[config.mk]
export PLATFORM = sky130hd
export DESIGN_NAME = instr_encoder
export DESIGN_NICKNAME = d
export VERILOG_FILES = /design/src/rtl/instr_encoder.sv
export SDC_FILE = /design/constraint.sdc
export NUM_CORES = 1
export LEC_CHECK = 0
export BUFFER_PORTS_ARGS = -buffer_cell sky130_fd_sc_hd__buf_4
export CORE_MARGIN = 5
export CORE_UTILIZATION = 45
export CTS_BUF_LIST = sky130_fd_sc_hd__clkbuf_16
export DETAILED_ROUTE_END_ITERATION = 7
export PLACE_DENSITY = 0.66
export SETUP_SLACK_MARGIN = 0.3
export SLEW_MARGIN = 5
export SYNTH_ARGS = -nofsm -noshare
export SYNTH_HDL_FRONTEND = slang
export SYNTH_SLANG_ARGS = --single-unit
[constraint.sdc]
create_clock -name iCLK -period 3 [get_ports iCLK]
set_input_delay 0.3 -clock iCLK [delete_from_list [all_inputs] [get_ports iCLK]]
set_output_delay 0.3 -clock iCLK [all_outputs]
set_load 0.01 [all_outputs]
[src/rtl/instr_encoder.sv]
`default_nettype none
// ============================================================================
// Module   : instr_encoder
// Purpose  : Encodes LEGv8-style instruction requests (R, I, D, CB, B formats)
//            into 32-bit words and buffers them in an output FIFO of DEPTH
//            words. Invalid formats complete the handshake, are dropped and
//            raise a sticky error flag.
// Ports    :
//   iCLK    in   1          clock, rising edge active
//   iRSTn   in   1          asynchronous active-low reset
//   iVALID  in   1          request present
//   oREADY  out  1          request accepted when high (FIFO not full)
//   iFMT    in   3          0=R 1=I 2=D 3=CB 4=B, 5..7 invalid
//   iOPC    in   11         opcode, left-aligned
//   iRD     in   5          Rd/Rt field
//   iRN     in   5          Rn field
//   iRM     in   5          Rm field
//   iSHAMT  in   6          R-format shift amount
//   iIMM    in   26         immediate/offset, right-aligned
//   oINSTR  out  32         encoded word at FIFO head (0 when empty)
//   oVALID  out  1          FIFO not empty
//   iREADY  in   1          downstream accepts head word
//   oCOUNT  out  log2(D)+1  FIFO occupancy
//   oERR    out  1          sticky invalid-format flag
// Revision : 1.0 - initial release
// ============================================================================
module instr_encoder #(
  parameter int DEPTH = 4
) (
  input  logic                         iCLK,
  input  logic                         iRSTn,
  input  logic                         iVALID,
  output logic                         oREADY,
  input  logic [2:0]                   iFMT,
  input  logic [10:0]                  iOPC,
  input  logic [4:0]                   iRD,
  input  logic [4:0]                   iRN,
  input  logic [4:0]                   iRM,
  input  logic [5:0]                   iSHAMT,
  input  logic [25:0]                  iIMM,
  output logic [31:0]                  oINSTR,
  output logic                         oVALID,
  input  logic                         iREADY,
  output logic [$clog2(DEPTH):0]       oCOUNT,
  output logic                         oERR
);

  localparam int AW = $clog2(DEPTH);
  localparam logic [AW:0]   FULL_CNT = (AW + 1)'(DEPTH);
  localparam logic [AW:0]   CNT_ONE  = (AW + 1)'(1);
  localparam logic [AW-1:0] PTR_ONE  = AW'(1);

  // Pointer wrap relies on natural overflow, so DEPTH must be a power of two.
  generate
    if ((DEPTH < 2) || (DEPTH > 16) || ((DEPTH & (DEPTH - 1)) != 0)) begin : g_depth_check
      $error("instr_encoder: DEPTH must be a power of two in 2..16");
    end
  endgenerate

  logic [31:0]   mem [DEPTH];
  logic [AW-1:0] wr_ptr;
  logic [AW-1:0] rd_ptr;
  logic [AW:0]   count;
  logic          err;

  logic [31:0]   enc_word;
  logic          fmt_ok;
  logic          full;
  logic          empty;
  logic          accept;
  logic          push;
  logic          pop;

  // --------------------------------------------------------------------------
  // Format encoder
  // --------------------------------------------------------------------------
  always_comb begin
    enc_word = '0;
    fmt_ok   = 1'b1;
    case (iFMT)
      3'd0:    enc_word = {iOPC, iRM, iSHAMT, iRN, iRD};
      3'd1:    enc_word = {iOPC[10:1], iIMM[11:0], iRN, iRD};
      3'd2:    enc_word = {iOPC, iIMM[8:0], 2'b00, iRN, iRD};
      3'd3:    enc_word = {iOPC[10:3], iIMM[18:0], iRD};
      3'd4:    enc_word = {iOPC[10:5], iIMM};
      default: fmt_ok   = 1'b0;
    endcase
  end

  // --------------------------------------------------------------------------
  // Handshake. Ready depends only on occupancy, so a full FIFO refuses a
  // request even when the head is popped on the same edge.
  // --------------------------------------------------------------------------
  assign full   = (count == FULL_CNT);
  assign empty  = (count == '0);
  assign accept = iVALID && !full;
  assign push   = accept && fmt_ok;
  assign pop    = !empty && iREADY;

  // --------------------------------------------------------------------------
  // Control state
  // --------------------------------------------------------------------------
  always_ff @(posedge iCLK or negedge iRSTn) begin
    if (!iRSTn) begin
      wr_ptr <= '0;
      rd_ptr <= '0;
      count  <= '0;
      err    <= 1'b0;
    end else begin
      if (push) begin
        wr_ptr <= wr_ptr + PTR_ONE;
      end
      if (pop) begin
        rd_ptr <= rd_ptr + PTR_ONE;
      end
      if (push && !pop) begin
        count <= count + CNT_ONE;
      end else if (pop && !push) begin
        count <= count - CNT_ONE;
      end
      if (accept && !fmt_ok) begin
        err <= 1'b1;
      end
    end
  end

  // Storage needs no reset: the head is masked to zero while empty.
  always_ff @(posedge iCLK) begin
    if (push) begin
      mem[wr_ptr] <= enc_word;
    end
  end

  // --------------------------------------------------------------------------
  // Outputs
  // --------------------------------------------------------------------------
  assign oREADY = !full;
  assign oVALID = !empty;
  assign oINSTR = empty ? 32'h0 : mem[rd_ptr];
  assign oCOUNT = count;
  assign oERR   = err;

endmodule
`default_nettype wire

---- Word-level counts from Yosys, hierarchy flattened ----
Memories as Yosys holds them, arrays and structs flattened.
Index checks and enable logic that the tools add are counted.
cells by class
  reduce and logical (&&, ||, !) cells .... 15
  eq/ne operators ......................... 5
  add/sub/neg operators ................... 4
  mux-type cells .......................... 7
operators with widths
  operator                                             number
  one-hot mux 32 bit (5 select lines)                  1
  2-to-1 mux 32 bit                                    1
  equality test 3 x 2 -> 1 bit, second input constant  2
  equality test 3 bit, second input constant           2
  logical AND 1 bit                                    6
  logical NOT 3 bit                                    2
  2-to-1 mux 3 bit                                     2
  logical NOT 1 bit                                    5
  OR reduction 5 bit                                   1
  adder 2 x 1 -> 2 bit, second input constant          2
  adder 3 x 1 -> 3 bit, second input constant          1
  equality test 3 x 1 -> 1 bit, second input constant  1
  2-to-1 mux 1 bit                                     3
  subtractor 3 x 1 -> 3 bit, second input constant     1
  nonzero test 2 bit                                   1
word-level totals
  register bits after elaboration ......... 8
  memory bits (writable) .................. 128
  memories ................................ 1
  input port bits ......................... 65
memory list
  memory  depth  width  read ports  clocked after Yosys merged registers in  wr ports  RTL line  text
  mem     4      32     1           0                                        1         60        logic [31:0] mem [DEPTH];

---- Longest topological paths before layout ----
Gate-level depths: netlist of run 1.
  depth in word-level cells ............... 8
  gate-level depth with buffers ........... 10

---- Worst setup path after synthesis of run 1 ----
Ideal clock, no wire load.
  path type ............................... flip-flop to flip-flop
  start point ............................. register count[1], in the netlist oCOUNT[1]
  end point ............................... register count[1], in the netlist oCOUNT[1]
  path buffers ............................ 1
  period minus slack after synthesis ...... 2.221 ns
  library setup time ...................... 0.125 ns
  data required time ...................... 2.875 ns
  setup slack ............................. 0.779 ns
  data arrival time ....................... 2.096 ns
  cell stages (with the launch flop) ...... 8
  cells stage by stage .................... dfrtp_1 or3b_4 and3_4 buf_6 ha_1 inv_1 fa_1 mux2_2
between the ends
  word-level cells in the longest chain between the ends .. 7
  elaborated cells between the ends (all ways) .. 16
  those cells by class .................... add/sub (2); eq/ne (1); mux (2); reduce/logical (11)
RTL lines
  what                          RTL line  text
  start: declaration            63        logic [AW:0] count;
  start signal: assignment      117       count <= count + CNT_ONE;
  start signal: assignment      119       count <= count - CNT_ONE;
  equality test 3 bit (*)       94        assign full = (count == FULL_CNT);
  logical NOT 1 bit (*)         --
  net oREADY                    33        output logic oREADY,
  logical AND 1 bit (*)         96        assign accept = iVALID && !full;
  logical AND 1 bit (*)         97        assign push = accept && fmt_ok;
  net push                      71        logic push;
  logical NOT 1 bit             118       end else if (pop && !push) begin
  logical AND 1 bit             118
  nonzero test 2 bit (no line)  --
The timed path passes the listed nets; every way through them passes the cells marked *. The select of a mux whose other input is x is not followed.
A chain may end at the register's enable or synchronous reset.

---- Worst setup path in the final report of run 1 ----
  start point ............................. register rd_ptr[0]
  end point ............................... output port oINSTR[7]
between the ends
  word-level cells in the longest chain between the ends .. 2
RTL lines
  what                      RTL line  text
  start: declaration        62        logic [AW-1:0] rd_ptr;
  start signal: assignment  114       rd_ptr <= rd_ptr + PTR_ONE;
  memory read (4 x 32 bit)  --
  2-to-1 mux 32 bit         139       assign oINSTR = empty ? 32'h0 : mem[rd_ptr];
  end: declaration          41        output logic [31:0] oINSTR,
Every way passes these cells.

==> results.md, run 1 <==
- Die Ht: 127 um
- Cell area after synthesis: 6150 um^2
- Status: completed
- PnR worst setup slack: 0.541 ns
- Yosys cell types: 34
- Syn Nets: 453
- Worst path slowest cell: dfrtp_4
- Avg WL per Cell: 21.3 um
- Tcrit/Tclk final: 82.0%
- Worst clock skew: 0.00759 ns
- CP delay by family, top: flip-flops
- Final min period: 2.46 ns
- Routed vias: 3,715
- Area growth from synthesis to layout: 24.9%
- Critical path class: flop to output pin
- CTS Buf Count: 17
- Startpoint class of the critical path: flop
- Hold Crit Class: input port to flop
- Seq cells post-synth: 136
- Filler cells: 1,052
- Grt ovf: 0
- Die ar.: 16,100 um^2
- Placed Instances: 639
- Detail Route Antenna Nets: 0
- Critical path endpoint category: output pin
- Max VDD drop: 0.000428 V
- Synthesis warning total: 0
- GPL Wtd Cong: 0.815
- Post-CTS Setup Bufs: 0
- Critical path peak fanout: 20
- Clk Latency, worst-skew pair: 0.41 ns
- Crit-path max cell delay: 0.63 ns
- IO Port Bufs: 102
- Vias in the first global route: 3,788
- Pleak: 2.76 nW
- Most frequent cells in the layout: 128 x edfxtp_1, 109 x buf_4, 43 x and2_1, 32 x mux4_2
- CTS tree: yes
- Vias per inst: 5.53
- DRC Markers: 0
- Finished Layout Cells: 672
- Final WL: 14,300 um
- CTS clock-pin slew for the worst setup and hold paths: 0.06 ns
- Row count: 42
- Post-synthesis sequential area ratio: 65.7%
- Initial antenna violation count: 0
- Commonest non-fill, non-tap cell in the layout: edfxtp_1
- Global Route Usage Sum: 18.1%
- Post-Synthesis Cells: 382
- Share of layout cells above drive strength 1: 37.1%
- RSZ-0062 raised after global routing: false
- Hpwl dp: 9360 um
- Die X: 127 um
- Total power: 6.93 mW
- Worst EP arrival: 2.16 ns
- CTS Sinks: 136
- Core area: 13,300 um^2
- Slew Limit Fails: 0
- DR iter-0 viols: 329
- # setup viols final: 0
- Worst-Margin Slew: 0.720 ns
- Placement Setup Slack: 0.501 ns
- I/O Pins: 103
- First-pass GRT wire length: 21,800 um
- Headroom to the max-slew limit: 51.9%
- Power Density: 902 nW/um^2
- Worst EP required: 2.70 ns
- Final setup TNS: 0 ns
- H-tree depth: 4
- Syn_area_per_cell: 16.1 um^2
- Final core occ: 57.5%
- N_diodes: 0
- Maxcap violations: 0
- Root buffer cell: clkbuf_16
- Pre-antenna DRT Iters: 4
- Hold Violations, Final: 0
- Largest net degree at the start of global routing: 46
- Initial Utilization: 46.1%
- Critical path cell sequence: buf_12, mux4_2, and2_1, buf_4
- Achievable frequency: 407 MHz
- Crit path buffers/inverters: 2
- Nets: 554
- Clock Path Buffers: 2
synth_stat cells (all sizes together):
cell | instances | area [um^2]
a22oi | 10 | 75.1
xnor2 | 4 | 35.0
dfrtp | 8 | 200
inv | 10 | 37.5
ha | 5 | 62.6
and2 | 43 | 269
buf | 19 | 106
a2bb2oi | 2 | 17.5
mux2 | 11 | 128
mux2i | 2 | 20.0
nor2 | 1 | 3.75
a21oi | 24 | 120
o21ai | 3 | 15.0
fa | 1 | 20.0
or3 | 1 | 6.26
nand2 | 8 | 30.0
nand3 | 1 | 5.00
a41o | 1 | 10.0
xor2 | 2 | 17.5
nor2b | 17 | 106
nor3b | 9 | 67.6
or2 | 1 | 6.26
o22ai | 24 | 150
and3 | 1 | 11.3
edfxtp | 128 | 3840
clkbuf | 11 | 41.3
nand3b | 2 | 15.0
or3b | 1 | 11.3
mux4 | 32 | 721
state kept, by name, summed over array words and instances, names as in the netlist:
name,flops
wr_ptr,2
rd_ptr,2
oCOUNT,3
mem,128
oERR,1
final timing paths:
path	cells after the start	slack (ns)	from	endpoint
setup / recovery	4	0.54	rd_ptr[0]$_DFFE_PN0P_	oINSTR[7]
hold reg to reg	1	0.50	oERR$_DFFE_PN0P_	oERR$_DFFE_PN0P_
setup reg to reg	6	0.75	oCOUNT[1]$_DFFE_PN0P_	oCOUNT[1]$_DFFE_PN0P_
max in group asynchronous	2	2.59	iRSTn	rd_ptr[0]$_DFFE_PN0P_
hold / removal	2	0.19	iVALID	oERR$_DFFE_PN0P_
min in group asynchronous	2	0.25	iRSTn	rd_ptr[1]$_DFFE_PN0P_
cell families (layout without fill, tap and decap cells):
group	count (synthesis)	in the layout	synth area share (%)
and+or+nand+nor	85	85	8.64
adders and majority gates	6	6	1.34
muxes	45	45	14.1
DFF	136	136	65.7
buffers and inverters	40	154	3.01
AOI/OAI and AO/OA	64	64	6.30
xor gates and xnor gates	6	6	0.854
power breakdown:
group | switching [mW] | internal (mW) | total, mW | leakage [nW]
clock | 0.750 | 1.29 | 2.04 | 0.282
combinational | 1.07 | 1.25 | 2.32 | 1.21
sequential | 0.158 | 2.41 | 2.57 | 1.27
area by class of cell:
cell class	count	area, um^2	area share (%)
clock buffers	17	425	5.54
clock inverters	15	159	2.07
inverters	10	37.5	0.489
multi-input cells	206	1920	25.0
flip-flops and latches	136	4050	52.7
well taps	176	220	2.87
repair buffers	112	868	11.3
metrics by stage:
step / instance area, um^2 / hold WS (ns)
6_report: 7680 / 0.186
5_1_grt: 7680 / 0.178
4_1_cts: 7680 / 0.177
3_5_place_dp: 7080 / 0.133
3_3_place_gp: 7080 / 0.129
2_1_floorplan: 6150 / 0.00441
metal layers:
metal	part of all wire [%]	vias up	global-route usage, %
li1	-	1685	-
met1	41	1888	24.1
met2	50	130	29.1
met3	7.8	12	5.25
met4	1.0	0	5.17
met5	0	-	0
what timing repair did:
action	CTS	global route
endpoints found under the setup margin	0	3
resized for setup	0	1
endpoints found under the hold margin	8	0
hold buffers	1	0
(Power assumes the default switching activity.)
==> run 2: changes to the inputs <==
--- a/config.mk
+++ b/config.mk
@@ -10,7 +10,7 @@
 export CORE_UTILIZATION = 45
 export CTS_BUF_LIST = sky130_fd_sc_hd__clkbuf_16
 export DETAILED_ROUTE_END_ITERATION = 7
-export PLACE_DENSITY = 0.66
+export PLACE_DENSITY = 0.69
 export SETUP_SLACK_MARGIN = 0.3
 export SLEW_MARGIN = 5
 export SYNTH_ARGS = -nofsm -noshare
==> constraint.sdc (replaced) <==
create_clock -name iCLK -period 2.2 [get_ports iCLK]
set_input_delay 0.22 -clock iCLK [delete_from_list [all_inputs] [get_ports iCLK]]
set_output_delay 0.22 -clock iCLK [all_outputs]
set_load 0.01 [all_outputs]
==> run 2 against run 1 <==
Net effect: via count up 4.3%; sequential cell count unchanged; first-iteration DRC count down 20%; register-to-register slack worse by 0.54 ns; count of clock-buffer cells in the layout unchanged; sequential share of layout area down 3.7 points; global-route usage up 0.22 points; critical endpoint is now oINSTR[9]; core utilization up 4.3 points; largest power group is now combinational cells; design area up 7.5%; clock power up 43%.
==> results.md, run 2 (same netlist as run 1, synthesis figures left out) <==
- Worst path slowest cell: mux4_2
- Total power: 10.8 mW (+56%)
- Worst EP required: 1.98 ns (-0.72 ns)
- Largest net degree at the start of global routing: 40 (-13%)
- Critical path endpoint category: output pin
- Max FFs per register: 128 (unchanged)
- Detail Route Antenna Nets: 0 (unchanged)
- Met3 usage: 5.34% (+0.084 points)
- Initial antenna violation count: 0 (unchanged)
- R2r endpoint: oCOUNT[1]$_DFFE_PN0P_
- Pleak: 3.04 nW (+10%)
- Sw Ratio: 28.4% (-0.13 points)
- Clock network power share: 27.0% (-2.5 points)
- Nets: 577 (+4.2%)
- Area growth from synthesis to layout: 34.2%
- First-pass GRT wire length: 22,000 um (+0.85%)
- Max VDD drop: 0.000564 V (+32%)
- Root buffer cell: clkbuf_16
- Die ar.: 16,100 um^2 (unchanged)
- IO Port Bufs: 102 (unchanged)
- Share of layout cells above drive strength 1: 48.7% (+12 points)
- Clk Latency, worst-skew pair: 0.41 ns (about the same)
- Final setup TNS: 0 ns (unchanged)
- Status: completed
- GPL Wtd Cong: 0.838 (+2.8%)
- N_diodes: 0 (unchanged)
- Top reg by flops: mem
- Worst clock skew: 0.00726 ns (-0.000332 ns)
- PnR worst setup slack: 0.0732 ns (-0.468 ns)
- Placement Setup Slack: 0.120 ns (-0.381 ns)
- Global Route Usage Sum: 18.3% (+0.22 points)
- Core area: 13,300 um^2 (unchanged)
- Hold path depth: 3 (+1)
- Hold Crit Class: input port to flop
- Final min period: 2.13 ns
- RSZ-0062 raised after global routing: true
- WHS Endpoint: rd_ptr[1]$_DFFE_PN0P_
- Hold Violations, Final: 0 (unchanged)
- H-tree depth: 4 (unchanged)
- Placed Instance Area: 7200 um^2 (+1.7%)
- Headroom to the max-slew limit: 70.7% (+19 points)
- Die X: 127 um (unchanged)
- Layer with the highest usage: met2
- Worst R2R Setup Slack: 0.21 ns (-0.54 ns)
- Critical path class: flop to output pin
- Final WL: 14,900 um (+4.3%)
- Levels on crit path: 5 (+1)
- Pre-antenna DRT Iters: 5 (+1)
- Routed vias: 3,875 (+4.3%)
- Crit-path max cell delay: 0.53 ns (-0.10 ns)
- Maxcap violations: 0 (unchanged)
- # setup viols final: 0 (unchanged)
- CTS clock-pin slew for the worst setup and hold paths: 0.06 ns (about the same)
- Met2 Use GR: 29.1% (-0.031 points)
- Placed Instances: 647 (+1.3%)
- Net Sw Power: 3.08 mW (+56%)
- CTS tree: yes
- Finished Layout Cells: 695 (+3.4%)
- Worst R2R Path Depth: 6 (unchanged)
- CP delay by family, top: multiplexers
- CTS Sinks: 136 (unchanged)
- Slew Limit Fails: 0 (unchanged)
- Startpoint class of the critical path: flop
- Clock Path Buffers: 2 (unchanged)
- Worst EP arrival: 1.91 ns (-0.25 ns)
- Min Hold Slack: 0.111 ns (-0.0753 ns)
- Achievable frequency: 470 MHz
- Logic pwr share: 41.6% (+8.1 points)
- Crit path buffers/inverters: 3 (+1)
- Row count: 42 (unchanged)
- Critical path peak fanout: 6 (-70%)
- Die Ht: 127 um (unchanged)
- DRC Markers: 0 (unchanged)
- GRT met1 Usage: 23.8% (-0.25 points)
- Share of power burned in registers: 31.4% (-5.6 points)
- I/O Pins: 103 (unchanged)
- Vias per inst: 5.58 (+0.85%)
- Most frequent cells in the layout: 128 x edfxtp_1, 93 x buf_4, 32 x mux4_2, 32 x and2_4, 29 x buf_6
- Initial Utilization: 46.1% (unchanged)
- Worst-Margin Slew: 0.436 ns (-0.285 ns)
- Tcrit/Tclk final: 96.7%
- Critical path cell sequence: buf_12, clkbuf_16, mux4_2, and2_4, buf_6
- Hpwl dp: 9480 um (+1.3%)
- DR iter-0 viols: 262 (-20%)
- Vias in the first global route: 4,011 (+5.9%)
- Final core occ: 61.9% (+4.3 points)
- Hold wc startpoint: iREADY
- Power Density: 1310 nW/um^2 (+45%)
- Avg WL per Cell: 21.5 um (+0.83%)
- Grt ovf: 0 (unchanged)
- Design area: 8260 um^2 (+7.5%)
- CTS Buf Count: 17 (unchanged)
- Power Internal: 7.75 mW (+57%)
- RR Startpoint: oCOUNT[0]$_DFFE_PN0P_
- Commonest non-fill, non-tap cell in the layout: edfxtp_1
## run 2: cell types whose count changed in the layout (fill, tap and decap cells not counted), moves of 3 or more
| cell | delta |
|---|---|
| and2_1 | -32 |
| and2_4 | +32 |
| buf_12 | +5 |
| buf_4 | -16 |
| buf_6 | +29 |
| clkbuf_16 | +3 |
| clkinv_1 | -4 |
| dfrtp_2 | +3 |
## run 2: timing repair
action	CTS	global route
endpoints found under the hold margin	8	0
pin swaps	6	18
gates resized for setup	11	65
setup buffers	7	4
hold buffers	1	0
cloned	0	4
endpoints found under the setup margin	35	138
## run 2: layout make-up
| class | count | area (um^2) |
|---|---|---|
| repair buffers | 135 | 1290 |
| inverters | 10 | 37.5 |
| multi-input cells | 206 | 2040 |
| fillers | 971 | 5090 |
| clock buffers | 17 | 425 |
| well taps | 176 | 220 |
| flip-flops and latches | 136 | 4050 |
| clock inverters | 15 | 190 |
## run 2: power groups by stage
stage,registers [mW],clock network (mW),logic [mW]
3_5_place_dp,3.47,0,3.40
5_1_grt,3.43,3.09,4.80
2_1_floorplan,3.43,0,2.03
4_1_cts,3.40,2.96,3.59
3_3_place_gp,3.44,0,3.36
6_report,3.40,2.92,4.51
## run 2: worst max-delay path by stage
| stage | startpoint | end | slack [ns] |
|---|---|---|---|
| after floorplan | oCOUNT[0]$_DFFE_PN0P_ | oCOUNT[1]$_DFFE_PN0P_ | 0.07 |
| after global placement | oCOUNT[0]$_DFFE_PN0P_ | oCOUNT[1]$_DFFE_PN0P_ | 0.18 |
| after detailed placement | oCOUNT[0]$_DFFE_PN0P_ | oCOUNT[2]$_DFFE_PN0P_ | 0.12 |
| after CTS | rd_ptr[0]$_DFFE_PN0P_ | oINSTR[15] | 0.03 |
| after global routing | rd_ptr[0]$_DFFE_PN0P_ | oINSTR[9] | 0.02 |
| final | rd_ptr[0]$_DFFE_PN0P_ | oINSTR[9] | 0.07 |
## run 2: worst register-to-register path: cells and delay by family (launching register included)
kind,cells,cell delay [ns]
flip-flops,1,0.41
multiplexers,1,0.27
buffers and inverters,1,0.05
adder cells (fa/ha/maj),2,0.58
AND/OR/NAND/NOR,2,0.57
## run 2: layer usage
metal | up-vias | part of all wire [%]
met1 | 1951 | 40
met5 | - | 0
met4 | 0 | 1.7
li1 | 1737 | -
met3 | 21 | 6.9
met2 | 166 | 51
